`src/rtl/btle_hci_pkg.sv`:
```
// Shared HCI constants, FSM state encodings and a length helper for btle_hci_host.
package btle_hci_pkg;

  localparam logic [7:0]  HCI_IND_CMD              = 8'h01;
  localparam logic [7:0]  HCI_IND_EVT              = 8'h04;
  localparam logic [15:0] HCI_OP_RESET             = 16'h0C03;
  localparam logic [15:0] HCI_OP_LE_SET_ADV_ENABLE = 16'h200A;
  localparam logic [7:0]  HCI_EVT_CMD_COMPLETE     = 8'h0E;

  typedef enum logic [2:0] {
    T_IDLE,
    T_IND,
    T_OPL,
    T_OPH,
    T_PLEN,
    T_PARAM,
    T_DONE
  } tx_state_t;

  typedef enum logic [1:0] {
    R_IDLE,
    R_CODE,
    R_PLEN,
    R_PARAM
  } rx_state_t;

  // True when a declared parameter length fits in a buffer of max_len bytes.
  function automatic logic len_fits(input logic [7:0] len, input int unsigned max_len);
    return 32'(len) <= max_len;
  endfunction

endpackage

```
`src/rtl/btle_hci_evt_rx.sv`:
```
// HCI event parser: RX FSM, event parameter buffer and, when
// BTLE_HCI_HOST_TIMEOUT_EN is defined, an inter-byte watchdog.
module btle_hci_evt_rx
  import btle_hci_pkg::*;
#(
  parameter int unsigned MAX_PARAM_LEN        = 64,
  parameter int unsigned PARAM_ADDR_BIT_WIDTH = 6,
  parameter int unsigned TIMEOUT_CYCLES       = 16000
) (
  input  logic                            i_clk,
  input  logic                            i_rst_n,
  input  logic [7:0]                      i_rx_byte,
  input  logic                            i_rx_byte_valid,
  input  logic [PARAM_ADDR_BIT_WIDTH-1:0] i_rd_addr,
  output logic [7:0]                      o_rd_data,
  output logic [7:0]                      o_evt_code,
  output logic [7:0]                      o_evt_param_len,
  output logic                            o_evt_valid,
  output logic                            o_evt_error
);

  rx_state_t  r_state, w_state_nxt, w_cur;
  logic [7:0] r_code, w_code_nxt;
  logic [7:0] r_plen, w_plen_nxt;
  logic [7:0] r_cnt, w_cnt_nxt;
  logic       w_wr_en, w_done, w_len_ok, w_timeout;
  logic [7:0] r_evt_code, r_evt_plen, r_rd_data;
  logic       r_evt_valid, r_evt_error;
  logic [7:0] r_mem [MAX_PARAM_LEN];

`ifdef BTLE_HCI_HOST_TIMEOUT_EN
  localparam int unsigned WD_W = $clog2(TIMEOUT_CYCLES + 1);
  logic [WD_W-1:0] r_wdog;

  always_ff @(posedge i_clk or negedge i_rst_n) begin
    if (!i_rst_n) begin
      r_wdog <= '0;
    end else if (i_rx_byte_valid || (r_state == R_IDLE)) begin
      r_wdog <= '0;
    end else begin
      r_wdog <= r_wdog + 1'b1;
    end
  end

  // Fires on the cycle the counter would reach the limit, so the error
  // pulse lands exactly TIMEOUT_CYCLES edges after the last byte.
  assign w_timeout = (r_state != R_IDLE) && (r_wdog == WD_W'(TIMEOUT_CYCLES - 1));
`else
  logic w_timeout_unused;
  assign w_timeout_unused = (TIMEOUT_CYCLES == 0);
  assign w_timeout        = 1'b0;
`endif

  // A timeout drops the parser to idle before the current byte is looked at.
  assign w_cur = w_timeout ? R_IDLE : r_state;

  always_comb begin
    w_state_nxt = w_cur;
    w_code_nxt  = r_code;
    w_plen_nxt  = r_plen;
    w_cnt_nxt   = r_cnt;
    w_wr_en     = 1'b0;
    w_done      = 1'b0;
    if (i_rx_byte_valid) begin
      case (w_cur)
        R_IDLE: begin
          if (i_rx_byte == HCI_IND_EVT) w_state_nxt = R_CODE;
        end
        R_CODE: begin
          w_code_nxt  = i_rx_byte;
          w_state_nxt = R_PLEN;
        end
        R_PLEN: begin
          w_plen_nxt = i_rx_byte;
          w_cnt_nxt  = '0;
          if (i_rx_byte == 8'd0) begin
            w_done      = 1'b1;
            w_state_nxt = R_IDLE;
          end else begin
            w_state_nxt = R_PARAM;
          end
        end
        R_PARAM: begin
          w_wr_en   = 32'(r_cnt) < MAX_PARAM_LEN;
          w_cnt_nxt = r_cnt + 8'd1;
          if (r_cnt == r_plen - 8'd1) begin
            w_done      = 1'b1;
            w_state_nxt = R_IDLE;
          end
        end
        default: w_state_nxt = R_IDLE;
      endcase
    end
  end

  assign w_len_ok = len_fits(w_plen_nxt, MAX_PARAM_LEN);

  always_ff @(posedge i_clk or negedge i_rst_n) begin
    if (!i_rst_n) begin
      r_state     <= R_IDLE;
      r_code      <= '0;
      r_plen      <= '0;
      r_cnt       <= '0;
      r_evt_code  <= '0;
      r_evt_plen  <= '0;
      r_evt_valid <= 1'b0;
      r_evt_error <= 1'b0;
      r_rd_data   <= '0;
    end else begin
      r_state     <= w_state_nxt;
      r_code      <= w_code_nxt;
      r_plen      <= w_plen_nxt;
      r_cnt       <= w_cnt_nxt;
      r_evt_valid <= w_done && w_len_ok;
      r_evt_error <= (w_done && !w_len_ok) || w_timeout;
      if (w_done && w_len_ok) begin
        r_evt_code <= w_code_nxt;
        r_evt_plen <= w_plen_nxt;
      end
      r_rd_data <= r_mem[i_rd_addr];
    end
  end

  always_ff @(posedge i_clk) begin
    if (w_wr_en) r_mem[r_cnt[PARAM_ADDR_BIT_WIDTH-1:0]] <= i_rx_byte;
  end

  assign o_rd_data       = r_rd_data;
  assign o_evt_code      = r_evt_code;
  assign o_evt_param_len = r_evt_plen;
  assign o_evt_valid     = r_evt_valid;
  assign o_evt_error     = r_evt_error;

endmodule

```
`src/rtl/btle_hci_host.sv`:
```
// Host-side HCI endpoint: command serialiser toward UART TX plus the event
// parser. Optional RX watchdog enabled by defining BTLE_HCI_HOST_TIMEOUT_EN.
module btle_hci_host
  import btle_hci_pkg::*;
#(
  parameter int unsigned MAX_PARAM_LEN        = 64,
  parameter int unsigned PARAM_ADDR_BIT_WIDTH = 6,
  parameter int unsigned TIMEOUT_CYCLES       = 16000
) (
  input  logic                            clk,
  input  logic                            rst,
  input  logic [15:0]                     cmd_opcode,
  input  logic [7:0]                      cmd_param_len,
  input  logic                            cmd_param_wr_en,
  input  logic [PARAM_ADDR_BIT_WIDTH-1:0] cmd_param_wr_addr,
  input  logic [7:0]                      cmd_param_wr_data,
  input  logic                            cmd_start,
  output logic                            cmd_busy,
  output logic                            cmd_done,
  output logic                            cmd_error,
  output logic [7:0]                      tx_byte,
  output logic                            tx_byte_valid,
  input  logic                            tx_byte_ready,
  input  logic [7:0]                      rx_byte,
  input  logic                            rx_byte_valid,
  output logic [7:0]                      evt_code,
  output logic [7:0]                      evt_param_len,
  input  logic [PARAM_ADDR_BIT_WIDTH-1:0] evt_param_rd_addr,
  output logic [7:0]                      evt_param_rd_data,
  output logic                            evt_valid,
  output logic                            evt_error
);

  tx_state_t   r_state, w_state_nxt;
  logic [15:0] r_opcode;
  logic [7:0]  r_plen, r_idx, w_idx_nxt;
  logic        r_cmd_error;
  logic        w_latch, w_reject;
  logic [7:0]  w_tx_byte;
  logic        w_tx_valid;
  logic [7:0]  r_cmd_mem [MAX_PARAM_LEN];

  always_comb begin
    w_state_nxt = r_state;
    w_idx_nxt   = r_idx;
    w_latch     = 1'b0;
    w_reject    = 1'b0;
    case (r_state)
      T_IDLE, T_DONE: begin
        w_state_nxt = T_IDLE;
        if (cmd_start) begin
          if (len_fits(cmd_param_len, MAX_PARAM_LEN)) begin
            w_latch     = 1'b1;
            w_state_nxt = T_IND;
          end else begin
            w_reject = 1'b1;
          end
        end
      end
      T_IND:  if (tx_byte_ready) w_state_nxt = T_OPL;
      T_OPL:  if (tx_byte_ready) w_state_nxt = T_OPH;
      T_OPH:  if (tx_byte_ready) w_state_nxt = T_PLEN;
      T_PLEN: begin
        w_idx_nxt = '0;
        if (tx_byte_ready) w_state_nxt = (r_plen == 8'd0) ? T_DONE : T_PARAM;
      end
      T_PARAM: begin
        if (tx_byte_ready) begin
          if (r_idx == r_plen - 8'd1) w_state_nxt = T_DONE;
          else                        w_idx_nxt   = r_idx + 8'd1;
        end
      end
      default: w_state_nxt = T_IDLE;
    endcase
  end

  // Handshake: a byte transfers on any edge where tx_byte_valid && tx_byte_ready.
  // Byte and valid are decoded from registered state only, so they cannot
  // change or drop until the sink has taken the byte.
  always_comb begin
    w_tx_byte  = '0;
    w_tx_valid = 1'b0;
    case (r_state)
      T_IND:   begin w_tx_valid = 1'b1; w_tx_byte = HCI_IND_CMD;    end
      T_OPL:   begin w_tx_valid = 1'b1; w_tx_byte = r_opcode[7:0];  end
      T_OPH:   begin w_tx_valid = 1'b1; w_tx_byte = r_opcode[15:8]; end
      T_PLEN:  begin w_tx_valid = 1'b1; w_tx_byte = r_plen;         end
      T_PARAM: begin
        w_tx_valid = 1'b1;
        w_tx_byte  = r_cmd_mem[r_idx[PARAM_ADDR_BIT_WIDTH-1:0]];
      end
      default: ;
    endcase
  end

  always_ff @(posedge clk or negedge rst) begin
    if (!rst) begin
      r_state     <= T_IDLE;
      r_opcode    <= '0;
      r_plen      <= '0;
      r_idx       <= '0;
      r_cmd_error <= 1'b0;
    end else begin
      r_state     <= w_state_nxt;
      r_idx       <= w_idx_nxt;
      r_cmd_error <= w_reject;
      if (w_latch) begin
        r_opcode <= cmd_opcode;
        r_plen   <= cmd_param_len;
      end
    end
  end

  // Parameters are frozen while a packet is on the wire.
  always_ff @(posedge clk) begin
    if (cmd_param_wr_en && !cmd_busy) r_cmd_mem[cmd_param_wr_addr] <= cmd_param_wr_data;
  end

  assign tx_byte       = w_tx_byte;
  assign tx_byte_valid = w_tx_valid;
  assign cmd_busy      = w_tx_valid;
  assign cmd_done      = (r_state == T_DONE);
  assign cmd_error     = r_cmd_error;

  btle_hci_evt_rx #(
    .MAX_PARAM_LEN        (MAX_PARAM_LEN),
    .PARAM_ADDR_BIT_WIDTH (PARAM_ADDR_BIT_WIDTH),
    .TIMEOUT_CYCLES       (TIMEOUT_CYCLES)
  ) u_evt_rx (
    .i_clk           (clk),
    .i_rst_n         (rst),
    .i_rx_byte       (rx_byte),
    .i_rx_byte_valid (rx_byte_valid),
    .i_rd_addr       (evt_param_rd_addr),
    .o_rd_data       (evt_param_rd_data),
    .o_evt_code      (evt_code),
    .o_evt_param_len (evt_param_len),
    .o_evt_valid     (evt_valid),
    .o_evt_error     (evt_error)
  );

endmodule

```
`config.mk`:
```
export PLATFORM = sky130hd
export DESIGN_NAME = btle_hci_host
export DESIGN_NICKNAME = d
export VERILOG_FILES = /design/src/rtl/btle_hci_pkg.sv /design/src/rtl/btle_hci_evt_rx.sv /design/src/rtl/btle_hci_host.sv
export SDC_FILE = /design/constraint.sdc
export NUM_CORES = 1
export LEC_CHECK = 0
export ABC_CLOCK_PERIOD_IN_PS = 6000
export BUFFER_PORTS_ARGS = -buffer_cell sky130_fd_sc_hd__buf_2
export CORE_MARGIN = 3
export CORE_UTILIZATION = 35
export DETAILED_ROUTE_END_ITERATION = 6
export MAX_ROUTING_LAYER = met4
export PLACE_DENSITY_LB_ADDON = 0.3
export SYNTH_ARGS = -nofsm -noshare
export SYNTH_HDL_FRONTEND = slang
export SYNTH_SLANG_ARGS = --single-unit
```
`constraint.sdc`:
```
create_clock -name clk -period 6 [get_ports clk]
set_input_delay 0.9 -clock clk [delete_from_list [all_inputs] [get_ports clk]]
set_output_delay 0.9 -clock clk [all_outputs]
set_load 0.1 [all_outputs]
```
==> flow_summary.yaml <==
cts:
  post_cts_buffers: 0
  cts_resized: 0
  root_buffer: "clkbuf_16"
  holdBufCountCts: 0
  cts_buffers: 109
  clk_latency_ns: 0.70
  clk_path_buf_depth: 3
  path_clk_slew_ns: 0.07
  cts_tree: "built"
  clock_sinks: 1112
  htreeDepth: 3
placed_design:
  dp.cells: 3753
  gp_congestion: 0.7949
  hpwlAfterDp_um: 62520
  portBuffers: 95
  post_dp_cell_area_um2: 46160
  post-place-ws_ns: 1.740
die:
  fp.dieArea_um2: 129500
  die_x_um: 359.8
  core_area_um2: 124000
  start_util_pct: 35.35
  die_h_um: 359.8
  io_pins: 96
  fp-row-count: 129
setup_path:
  crit_family: "multiplexers"
  end_kind: "output pin"
  slowest_stage: "dfrtp_4"
  cp.required_ns: 5.10
  cp_num_buf_inv: 2
  start_kind: "register"
  crit_top_cell: "mux4_2"
  crit_fanout: 37
  cpPeakStageDelay_ns: 0.90
  path_cells: "buf_4 -> mux4_2 -> mux4_2 -> a22oi_1 -> nand3_1 -> buf_2"
  cp.arrival_ns: 3.98
  crit_type: "reg -> out"
drt:
  antenna_left: 0
  wl_per_cell_um: 25.95
  wl_met2_um: 51980
  wl_met3_um: 6650
  drc: 0
  vias_per_cell: 5.369
  vias: 21250
  routedLengthMet1_um: 42040
  first_pass_iters: 6
  drtIter0Drc: 2316
  drt-total-wl_um: 102700
  top_layer: "met4"
synth:
  synth_mux_area_share_pct: 16.99
  synth.most_common_cell: "edfxtp_1"
  synthSimpleGateAreaFrac_pct: 3.729
  yosysTopAreaCellShare_pct: 70.17
  syn_avg_cell_area_um2: 20.81
  synthTopCellsByCount: "1024 x edfxtp_1, 304 x mux4_2, 171 x nor2_1, 88 x dfrtp_1, 70 x nand2_1"
  synth_xor_area_share_pct: 0.3797
  synth_top_family_by_area: "multiplexers"
  synth_area_leaders: "edfxtp_1 70%, mux4_2 16%, dfrtp_1 5.0%, nor2_1 1.5%, mux2_2 0.90%"
  yosysTopAreaCell: "edfxtp_1"
  synth_top_flop_cell: "edfxtp_1"
  synth_fa_ha_area_share_pct: 0.1142
  synth.distinct_cells: 72
  seq_area_frac_synth_pct: 75.19
  synth-compound-area-share_pct: 2.338
  synth-warning-count: 0
  async_flop_share_pct: 7.914
  synth_edf_count: 1024
  synthCells: 2106
  ys_ff_latch: 1112
  syn_area_um2: 43820
  syn-num-nets: 2168
layout:
  fin_util_pct: 39.92
  multi_input_area_um2: 10340
  layout.cells.non_filler: 3958
  ff_latch_area_um2: 32960
  area_delta_synth_final_pct: 12.93
  final_area_um2: 49490
  fillers: 10980
  nNetsFinal: 2289
  layout-drive-gt1-share_pct: 27.57
power:
  p_per_area_nw_per_um2: 390.2
  power_mw: 19.31
  ir_drop_v: 0.0003332
  p_comb_share_pct: 19.6
  power_frac_clock_pct: 33.1
  p_leak_nw: 15.50
  p_sw_share_pct: 28.52
  internal_power_mw: 13.80
  power_switching_mw: 5.508
  seqPwrFrac_pct: 47.3
timing:
  setup_violations: 0
  fin_skew_ns: 0.03826
  worst_pin_slew_ns: 1.267
  max_freq_mhz: 205.0
  fin_ws_ns: 1.123
  slew_headroom_pct: 15.57
  setup_tns_ns: 0
  finalHoldViolCount: 0
  slew_violations: 0
  post-route-period-util_pct: 81.29
  period_minus_slack_ns: 4.877
  fin_worst_hold_slack_ns: 0.2966
  grt_setup_unrepaired: "false"
global_route:
  grt_max_degree: 106
  grt_pass1_vias: 21620
  grt_overflow: 0
  grt_pass1_wl_um: 151400
  antenna_found_initial: 7
  gr-usage-all-layers_pct: 16.17
worst_hold_path:
  min_path_type: "in -> async"
run:
  cap_viol_max_count: 0
status:
  status: "complete, no violations"
[path summary, 6_finish.rpt]
path / start / end / slack (ns) / cells after the start
max in group asynchronous: rst / r_idx[0] / 4.74 / 2
max: r_idx[0] / tx_byte[5] / 1.12 / 6
min: rst / r_opcode[3] / 0.30 / 1
max reg2reg: r_state[0] / r_cmd_mem[54][1] / 2.46 / 6
min in group clk: cmd_opcode[3] / r_opcode[3] / 0.42 / 2
min reg2reg: u_evt_rx.r_code[1] / u_evt_rx.r_code[1] / 0.49 / 1
[layout make-up]
cell class              count  area share, %
diodes                      7        0.03540
clock buffers             140          5.838
multi-input cells         864          20.89
repair buffers            126          1.535
well taps                1637          4.139
clock inverters            58         0.8521
inverters                  14         0.1062
flip-flops and latches   1112          66.60
[layout by cell type, fill, tap and decap left out, types with 4 or more instances in the layout]
| cell type | Yosys | final |
|---|---|---|
| inv_16 | 0 | 4 |
| nand2b_1 | 9 | 9 |
| dfrtp_1 | 88 | 86 |
| nand4_1 | 5 | 5 |
| inv_1 | 14 | 14 |
| mux2_2 | 35 | 35 |
| mux4_2 | 304 | 304 |
| nand3_1 | 24 | 24 |
| o21ai_0 | 14 | 14 |
| or3_1 | 7 | 7 |
| clkinv_1 | 0 | 27 |
| o22a_1 | 8 | 8 |
| nand2_1 | 70 | 70 |
| clkinv_2 | 0 | 16 |
| or2_2 | 4 | 4 |
| mux2_4 | 7 | 7 |
| buf_2 | 27 | 92 |
| nor4_1 | 4 | 4 |
| clkbuf_16 | 0 | 110 |
| edfxtp_1 | 1024 | 1024 |
| a22o_1 | 20 | 20 |
| clkbuf_1 | 59 | 27 |
| nand3b_1 | 13 | 13 |
| diode_2 | 0 | 7 |
| mux2i_1 | 10 | 10 |
| a22oi_1 | 18 | 18 |
| o22ai_1 | 13 | 13 |
| xor2_1 | 5 | 5 |
| nor2b_1 | 10 | 9 |
| buf_4 | 1 | 30 |
| xnor2_1 | 14 | 14 |
| a211oi_1 | 5 | 4 |
| ha_1 | 4 | 4 |
| nor2_1 | 171 | 170 |
| or3b_2 | 4 | 4 |
| a221oi_1 | 16 | 16 |
| and2_1 | 6 | 6 |
| a21oi_1 | 14 | 14 |
[sequential cells by signal (all words and copies together) (netlist names)]
signal                    count
r_opcode                     16
u_evt_rx.r_mem              512
u_evt_rx.r_state              2
u_evt_rx.r_cnt                8
r_plen                        8
r_cmd_mem                   512
r_idx                         8
u_evt_rx.r_plen               8
u_evt_rx.o_evt_error          1
u_evt_rx.o_evt_code           8
cmd_error                     1
u_evt_rx.r_code               8
r_state                       3
u_evt_rx.o_rd_data            8
u_evt_rx.o_evt_param_len      8
u_evt_rx.o_evt_valid          1
[power by group through the flow]
stage | Sequential [mW] | Clock, mW | Combinational [mW]
after global routing | 9.18 | 6.85 | 4.04
after global placement | 9.28 | 0 | 3.78
final | 9.14 | 6.38 | 3.79
after CTS | 9.14 | 6.53 | 3.84
after detailed placement | 9.30 | 0 | 3.83
after floorplan | 9.22 | 0 | 2.77
[kinds of logic after synthesis]
logic type	count (synthesis)
compound gates	134
xor+xnor	19
fa+ha+maj	4
buf+inv	130
flops	1112
mux	356
simple gates	351
[per-layer routing]
metal | track usage (%) | vias up
li1 | - | 8987
met1 | 21.21 | 11350
met2 | 26.42 | 778
met3 | 2.798 | 138
met4 | 3.890 | 0
met5 | - | -
Power figures use the tool's default switching activity.
